`config.mk`:
```
export PLATFORM = sky130hd
export DESIGN_NAME = mem_arbiter
export DESIGN_NICKNAME = d
export VERILOG_FILES = /design/src/rtl/mips_pkg.sv /design/src/rtl/arb_prio_sel.sv /design/src/rtl/mem_arbiter.sv
export SDC_FILE = /design/constraint.sdc
export NUM_CORES = 1
export LEC_CHECK = 0
export ABC_AREA = 0
export CORE_AREA = 2 2 103 105
export DETAILED_ROUTE_END_ITERATION = 7
export DIE_AREA = 0 0 105 107
export GPL_ROUTABILITY_DRIVEN = 0
export PLACE_DENSITY_LB_ADDON = 0.2
export SKIP_CTS_REPAIR_TIMING = 1
export SYNTH_ARGS = -nofsm -noshare
export SYNTH_HDL_FRONTEND = slang
export SYNTH_SLANG_ARGS = --single-unit
```
`constraint.sdc`:
```
create_clock -name clk -period 3.37 [get_ports clk]
set_clock_uncertainty 0.1 [all_clocks]
set_input_delay 0.5055 -clock clk [delete_from_list [all_inputs] [get_ports clk]]
set_output_delay 0.5055 -clock clk [all_outputs]
set_load 0.005 [all_outputs]
```
`src/rtl/mips_pkg.sv`:
```
// Shared definitions for the memory arbiter.
//   arb_state_e          : arbiter FSM state encoding (IDLE=0, GNT_CPU=1, GNT_DBG=2)
//   STARVE_LIMIT_DEFAULT : default limit on consecutive CPU grants while debug waits
//   starve_cnt_width()   : width of a counter that must hold 0..limit
package mips_pkg;

   localparam int unsigned STARVE_LIMIT_DEFAULT = 4;

   typedef enum logic [1:0] {
      IDLE    = 2'd0,
      GNT_CPU = 2'd1,
      GNT_DBG = 2'd2
   } arb_state_e;

   function automatic int unsigned starve_cnt_width(input int unsigned limit);
      return (limit > 0) ? $clog2(limit + 1) : 1;
   endfunction

endpackage

```
`src/rtl/arb_prio_sel.sv`:
```
// Grant decision for the memory arbiter (purely combinational).
// Picks the next FSM state from the two requests and the starvation count,
// and computes the next starvation count.
//   cpu_req, dbg_req  : in  - pending requests
//   starve_cnt        : in  - consecutive CPU grants issued while debug waited
//   next_state        : out - arb_state_e encoding of the next grant
//   starve_cnt_next   : out - updated starvation count
module arb_prio_sel
   import mips_pkg::*;
#(
   parameter int unsigned STARVE_LIMIT = STARVE_LIMIT_DEFAULT,
   parameter int unsigned CNT_W        = starve_cnt_width(STARVE_LIMIT)
) (
   input  logic             cpu_req,
   input  logic             dbg_req,
   input  logic [CNT_W-1:0] starve_cnt,
   output logic [1:0]       next_state,
   output logic [CNT_W-1:0] starve_cnt_next
);

   arb_state_e nxt;
   logic       starved;

   always_comb begin
      starved = (starve_cnt == CNT_W'(STARVE_LIMIT));

      // CPU has priority on conflict until debug has waited STARVE_LIMIT grants
      nxt = IDLE;
      if (cpu_req && dbg_req) begin
         nxt = starved ? GNT_DBG : GNT_CPU;
      end else if (cpu_req) begin
         nxt = GNT_CPU;
      end else if (dbg_req) begin
         nxt = GNT_DBG;
      end

      starve_cnt_next = starve_cnt;
      if (!dbg_req || nxt == GNT_DBG) begin
         starve_cnt_next = '0;
      end else if (nxt == GNT_CPU && !starved) begin
         starve_cnt_next = starve_cnt + CNT_W'(1);
      end

      next_state = nxt;
   end

endmodule

```
`src/rtl/mem_arbiter.sv`:
```
// Two-port arbiter (CPU and debug) in front of a single combinational-read
// data memory. CPU wins conflicts except when debug has waited STARVE_LIMIT
// consecutive CPU grants. Each ack cycle performs exactly one access; writes
// commit at the edge that ends the ack cycle.
//   clk, reset                         : clock, synchronous active-high reset
//   cpu_req/we/addr/wd, cpu_ack/stall  : CPU port
//   dbg_req/we/addr/wd, dbg_ack        : debug port
//   rdata                              : read data (valid with an ack)
//   mem_we/addr/wd, mem_rd             : memory interface
//   conflict_cnt                       : only with MEM_ARB_CONFLICT_CNT_EN defined;
//                                        saturating count of dual-request edges
module mem_arbiter
   import mips_pkg::*;
#(
   parameter int unsigned WIDTH        = 32,
   parameter int unsigned STARVE_LIMIT = STARVE_LIMIT_DEFAULT
) (
   input  logic             clk,
   input  logic             reset,
   input  logic             cpu_req,
   input  logic             cpu_we,
   input  logic [WIDTH-1:0] cpu_addr,
   input  logic [WIDTH-1:0] cpu_wd,
   output logic             cpu_ack,
   output logic             cpu_stall,
   input  logic             dbg_req,
   input  logic             dbg_we,
   input  logic [WIDTH-1:0] dbg_addr,
   input  logic [WIDTH-1:0] dbg_wd,
   output logic             dbg_ack,
`ifdef MEM_ARB_CONFLICT_CNT_EN
   output logic [15:0]      conflict_cnt,
`endif
   output logic [WIDTH-1:0] rdata,
   output logic             mem_we,
   output logic [WIDTH-1:0] mem_addr,
   output logic [WIDTH-1:0] mem_wd,
   input  logic [WIDTH-1:0] mem_rd
);

   localparam int unsigned CNT_W = starve_cnt_width(STARVE_LIMIT);

   arb_state_e       state_q, state_d;
   logic [CNT_W-1:0] starve_q, starve_d;
   logic [1:0]       sel_next;

   arb_prio_sel #(
      .STARVE_LIMIT (STARVE_LIMIT),
      .CNT_W        (CNT_W)
   ) u_prio_sel (
      .cpu_req         (cpu_req),
      .dbg_req         (dbg_req),
      .starve_cnt      (starve_q),
      .next_state      (sel_next),
      .starve_cnt_next (starve_d)
   );

   // State register
   always_ff @(posedge clk) begin
      if (reset) begin
         state_q  <= IDLE;
         starve_q <= '0;
      end else begin
         state_q  <= state_d;
         starve_q <= starve_d;
      end
   end

   // Next-state logic
   always_comb begin
      state_d = arb_state_e'(sel_next);
   end

   // Outputs. Reset masks the grant so an access in flight is dropped
   // without a write at the reset edge.
   always_comb begin
      cpu_ack  = 1'b0;
      dbg_ack  = 1'b0;
      mem_we   = 1'b0;
      mem_addr = cpu_addr;
      mem_wd   = cpu_wd;
      unique case (state_q)
         GNT_CPU: begin
            cpu_ack = ~reset;
            mem_we  = cpu_we & ~reset;
         end
         GNT_DBG: begin
            dbg_ack  = ~reset;
            mem_we   = dbg_we & ~reset;
            mem_addr = dbg_addr;
            mem_wd   = dbg_wd;
         end
         default: ;
      endcase
   end

   assign cpu_stall = cpu_req & ~cpu_ack;
   assign rdata     = mem_rd;

`ifdef MEM_ARB_CONFLICT_CNT_EN
   logic [15:0] conflict_q;

   always_ff @(posedge clk) begin
      if (reset) begin
         conflict_q <= '0;
      end else if (cpu_req && dbg_req && conflict_q != 16'hFFFF) begin
         conflict_q <= conflict_q + 16'd1;
      end
   end

   assign conflict_cnt = conflict_q;
`endif

endmodule

```
==> results of run 1 <==
==> kinds of logic (layout without fill, tap and decap cells) <==
| logic type | count (synthesis) | in the layout | share of synthesized area (%) |
|---|---|---|---|
| mux | 65 | 65 | 55.99 |
| buf+inv | 44 | 212 | 24.93 |
| fa+ha+maj | 4 | 4 | 3.835 |
| flops | 5 | 5 | 7.670 |
| compound gates | 2 | 2 | 1.438 |
| simple gates | 12 | 12 | 6.136 |
==> metal layers <==
layer	GRT usage (%)	vias up	share of wire (%)
li1	-	769	-
met1	11.81	691	38
met2	18.97	118	50
met3	4.863	2	12
met4	1.143	0	0.34
met5	0	-	0
==> stage by stage <==
stage	instance area [um2]	hold WS [ps]	utilization [%]	worst slack [ps]	cells
2_1_floorplan	1305	325.6	-	1628	132
3_3_place_gp	3198	347.3	31.69	929.6	432
6_report	3243	363.6	32.13	721.2	436
3_5_place_dp	3198	359.3	31.69	934.0	432
5_1_grt	3243	395.4	32.13	600.6	436
4_1_cts	3243	363.5	32.13	695.4	436
==> cell type report <==
| class | instances | area [um2] |
|---|---|---|
| Fill cell | 1085 | 6849 |
| Timing Repair Buffer | 203 | 2027 |
| Multi-Input combinational cell | 83 | 882.1 |
| Tap cell | 136 | 170.2 |
| Sequential cell | 5 | 100.1 |
| Clock buffer | 4 | 45.04 |
| Inverter | 5 | 18.77 |
==> synthesized netlist by cell type, drive strengths merged <==
| cell | n | share of area (%) |
|---|---|---|
| nand2b | 1 | 0.48 |
| nor2 | 1 | 0.29 |
| dfxtp | 5 | 7.7 |
| nor3b | 2 | 1.2 |
| o2111a | 1 | 0.86 |
| a21boi | 1 | 0.58 |
| inv | 5 | 1.4 |
| mux2i | 1 | 0.77 |
| and4 | 1 | 0.67 |
| mux2 | 64 | 55 |
| and3 | 1 | 0.48 |
| nor3 | 1 | 0.77 |
| nand3 | 1 | 0.38 |
| ha | 4 | 3.8 |
| buf | 39 | 23 |
| nor2b | 4 | 1.9 |
==> worst register-to-register path, delay by kind of cell (launching register included) <==
kind,cells,cell delay [ps]
flip-flops,1,350
AO/OA/AOI/OAI,1,260
adder cells (fa/ha/maj),1,220
AND/OR/NAND/NOR,1,220
buffers and inverters,1,50
==> final timing paths <==
check / from / endpoint / slack, ps / depth (start not counted)
max: state_q[0]$_SDFF_PP0_ / mem_wd[28] / 720 / 5
max reg2reg: starve_q[0]$_SDFFE_PP0P_ / starve_q[0]$_SDFFE_PP0P_ / 2090 / 4
min reg2reg: starve_q[0]$_SDFFE_PP0P_ / starve_q[0]$_SDFFE_PP0P_ / 360 / 1
min: starve_q[0]$_SDFFE_PP0P_ / starve_q[0]$_SDFFE_PP0P_ / 360 / 1
==> cells in the final DEF (no fill, tap or decap), drive strengths merged <==
cell / instances
o2111a: 1
nor3: 1
nand2b: 1
clkdlybuf4s50: 201
clkbuf: 4
nor3b: 2
mux2i: 1
mux2: 64
nor2b: 4
and4: 1
buf: 2
ha: 4
nand3: 1
a21boi: 1
nor2: 1
dfxtp: 5
inv: 5
and3: 1
==> power by group through the flow <==
| stage | logic [mW] | clock network (mW) | registers, mW |
|---|---|---|---|
| after CTS | 0.363 | 0.114 | 0.0624 |
| after global routing | 0.380 | 0.116 | 0.0625 |
| after detailed placement | 0.360 | 0 | 0.0633 |
| after global placement | 0.360 | 0 | 0.0632 |
| final | 0.357 | 0.111 | 0.0624 |
| after floorplan | 0.119 | 0 | 0.0630 |
==> sequential cells by signal, indices dropped and copies added (netlist names) <==
register,flops
state_q,2
starve_q,3
==> impl_metrics.yaml, run 1 <==
floorplanning:
  die_h_um: 107
  core_um2: 10090
  rows: 37
  start_util_pct: 12.93
  ios: 266
  die_w_um: 105
  die-area_um2: 11240
yosys:
  synth_area_um2: 1305
  synth_fp_nets: 302
  ys_types: 18
  synth_warnings: 0
  syn_area_per_cell_um2: 9.886
  syn-instance-count: 132
  yosysSeqAreaShare_pct: 7.670
  ys_ff_latch: 5
pwr:
  internal-power_mw: 0.4164
  pwr-share-seq_pct: 11.8
  power_switching_mw: 0.1136
  power.static_leakage_nw: 1.172
  vdd_drop_max_mv: 0.1471
  p_clk_share_pct: 21.0
  swShare_pct: 21.44
  power_mw: 0.5301
  comb_power_share_pct: 67.3
  power.density_nw_per_um2: 163.4
drt:
  dr.pass1.iters: 4
  num_vias: 1580
  route.detailed.drc: 0
  finalWirelength_mm: 6.434
  ant_nets: 0
  viasPerCell: 3.624
  drt_iter0_drc: 12
  wire_per_inst_um: 14.76
grt:
  grt_pass1_wl_mm: 9.342
  grt_pass1_vias: 1653
  gr-total-overflow: 0
  antenna_found_initial: 0
  grt_max_degree: 38
  grt.total_usage_pct: 10.57
placement:
  hpwl_mm: 5.535
  numPortBuffers: 201
setup_path:
  startpoint_type: "flip-flop"
  critPathRequiredTime_ps: 2760
  crit_type: "reg2out"
  slowest_stage: "clkdlybuf4s50_1"
  cpPeakStageDelay_ps: 470
  crit_family: "buffers and inverters"
  path_buf_inv: 3
  path_max_fanout: 37
  cp-end-kind: "output pin"
  arrival_ps: 2040
  path_cells: "inv_1, ha_2, buf_4, mux2_2, clkdlybuf4s50_1"
timing:
  setup_tns_ps: 0
  fin_crit_sh_pct: 78.60
  hold_viol: 0
  finalSetupViolations: 0
  rsz0062_at_grt: "no"
  relSlewSlack_pct: 68.12
  tightestPinTransition_ps: 478.1
  fmax_mhz: 377.5
  slew_violations: 0
  min_period_ps: 2649
final_layout:
  drive_above_1_share_pct: 23.67
  finalNetCount: 471
  diodes: 0
  synthToLayoutAreaGrowth_pct: 148.5
flow_run:
  timing.max_cap.violations: 0
cts:
  clockRootBuffer: "clkbuf_8"
  cts_sinks: 5
  tritoncts: "built"
  clk_latency_ps: 220
  clk_pin_slew_ps: 30
  htree_levels: 1
  cts_buffers: 3
  clockBufferDepth: 2
hold_path:
  hold_class: "reg2reg"
outcome:
  outcome: "finished clean"
No activity file was read; power rests on OpenSTA's default activity.
==> run 2, diff against run 1 <==
--- a/config.mk
+++ b/config.mk
@@ -6,9 +6,9 @@
 export NUM_CORES = 1
 export LEC_CHECK = 0
 export ABC_AREA = 0
-export CORE_AREA = 2 2 103 105
+export CORE_AREA = 2 2 102 104
 export DETAILED_ROUTE_END_ITERATION = 7
-export DIE_AREA = 0 0 105 107
+export DIE_AREA = 0 0 104 106
 export GPL_ROUTABILITY_DRIVEN = 0
 export PLACE_DENSITY_LB_ADDON = 0.2
 export SKIP_CTS_REPAIR_TIMING = 1
==> constraint.sdc (replaced) <==
create_clock -name clk -period 2.3 [get_ports clk]
set_clock_uncertainty 0.1 [all_clocks]
set_input_delay 0.345 -clock clk [delete_from_list [all_inputs] [get_ports clk]]
set_output_delay 0.345 -clock clk [all_outputs]
set_load 0.005 [all_outputs]
==> impl_metrics.yaml, run 2 (same netlist as run 1, synthesis figures left out) <==
outcome:
  outcome: "finished clean"
setup_path:
  startpoint_type: "flip-flop"
  slowest_stage: "clkdlybuf4s50_1"
  crit_family: "buffers and inverters"
  path_cells: "ha_4, buf_12, buf_12, mux2_2, clkdlybuf4s50_1"
  path_buf_inv: 3
  critPathRequiredTime_ps: 1860
  arrival_ps: 1810
  cp-end-kind: "output pin"
  path_max_fanout: 7
  cpPeakStageDelay_ps: 450
  path_common_cell: "buf_12"
  crit_type: "reg2out"
drt:
  viasPerCell: 3.715
  route.detailed.drc: 0
  num_vias: 1653
  finalWirelength_mm: 7.165
  dr.pass1.iters: 4
  wire_per_inst_um: 16.10
  ant_nets: 0
  drt_iter0_drc: 24
cts:
  cts_sinks: 5
  cts_buffers: 3
  clockRootBuffer: "clkbuf_8"
  htree_levels: 1
  clk_latency_ps: 220
  clk_pin_slew_ps: 30
  tritoncts: "built"
  clockBufferDepth: 2
final_layout:
  largest_register: "starve_q"
  largest_reg_flops: 3
  finalNetCount: 480
  diodes: 0
  final_cell_mix: "clkdlybuf4s50_1, mux2_2, dlymetal6s2s_1, buf_12, dfxtp_1"
  layout_commonest_cell: "clkdlybuf4s50_1"
  drive_above_1_share_pct: 26.21
  post_layout_nonfiller_instances: 445
  synthToLayoutAreaGrowth_pct: 174.2
  top_regs: "starve_q: 3 flops, state_q: 2 flops"
timing:
  tightestPinTransition_ps: 284.3
  hold_slack_ps: 371.6
  fin_crit_sh_pct: 98.23
  slew_violations: 0
  min_period_ps: 2259
  hold_viol: 0
  finalSetupViolations: 0
  relSlewSlack_pct: 80.87
  fmax_mhz: 442.6
hold_path:
  hold_class: "reg2reg"
pwr:
  power_switching_mw: 0.1734
  vdd_drop_max_mv: 0.1569
  power_mw: 0.7913
  internal-power_mw: 0.6179
  power.static_leakage_nw: 1.698
  comb_power_share_pct: 67.9
  pwr-share-seq_pct: 11.6
  power.density_nw_per_um2: 221.1
  p_clk_share_pct: 20.5
  swShare_pct: 21.92
floorplanning:
  ios: 266
  die_h_um: 106
  core_um2: 10000
  die-area_um2: 11020
  start_util_pct: 13.05
  die_w_um: 104
  rows: 37
grt:
  antenna_found_initial: 0
  grt_pass1_vias: 1620
  grt_pass1_wl_mm: 9.335
  grt_max_degree: 41
  gr-total-overflow: 0
  grt.total_usage_pct: 10.64
placement:
  dpl.cell_count: 432
  hpwl_mm: 5.413
  numPortBuffers: 201
flow_run:
  timing.max_cap.violations: 0
-- run 2: cell count changes in the layout (fill, tap and decap cells not counted), sizes merged --
cell,delta
clkdlybuf4s50,-47
buf,+5
clkbuf,+4
dlymetal6s2s,+47
-- run 2: final cells by class --
cell class | instances | area, um2
fillers | 1046 | 6421
repair buffers | 212 | 2352
flip-flops and latches | 5 | 100.1
inverters | 5 | 18.77
well taps | 136 | 170.2
multi-input cells | 83 | 892.1
clock buffers | 4 | 45.04
-- run 2: worst paths after layout --
check / startpoint / endpoint / slack, ps / cells past startpoint
setup / recovery: state_q[1]$_SDFF_PP0_ / mem_wd[8] / 40 / 5
hold / removal: starve_q[0]$_SDFFE_PP0P_ / starve_q[0]$_SDFFE_PP0P_ / 370 / 1
setup reg to reg: starve_q[0]$_SDFFE_PP0P_ / starve_q[0]$_SDFFE_PP0P_ / 990 / 4
hold reg to reg: starve_q[0]$_SDFFE_PP0P_ / starve_q[0]$_SDFFE_PP0P_ / 370 / 1
-- run 2: metrics by stage --
| stage | setup TNS, ps | worst slack, ps | util (%) | area, um2 |
|---|---|---|---|---|
| floorplan | 0 | 718.5 | - | 1305 |
| global placement | 0 | 156.5 | 32.23 | 3223 |
| detailed placement | 0 | 161.3 | 32.23 | 3223 |
| CTS | -1756 | -85.26 | 32.68 | 3268 |
| global route | -32.49 | -7.816 | 35.79 | 3578 |
| finish | 0 | 40.78 | 35.79 | 3578 |
-- run 2: routing by layer --
layer / vias to the layer above / wire length, um / part of all wire, % / track usage [%]
met1: 747 / 2634 / 37 / 10.81
met3: 2 / 851 / 12 / 5.763
met4: 0 / 25 / 0.35 / 1.448
li1: 786 / - / - / -
met2: 118 / 3654 / 51 / 19.69
met5: - / 0 / 0 / 0
-- run 2: power by group through the flow --
stage               logic [mW]  registers, mW  clock network [mW]
detailed placement       0.530         0.0927                   0
global route             0.573         0.0921               0.176
CTS                      0.534         0.0914               0.166
finish                   0.537         0.0919               0.162
global placement         0.529         0.0926                   0
floorplan                0.174         0.0923                   0
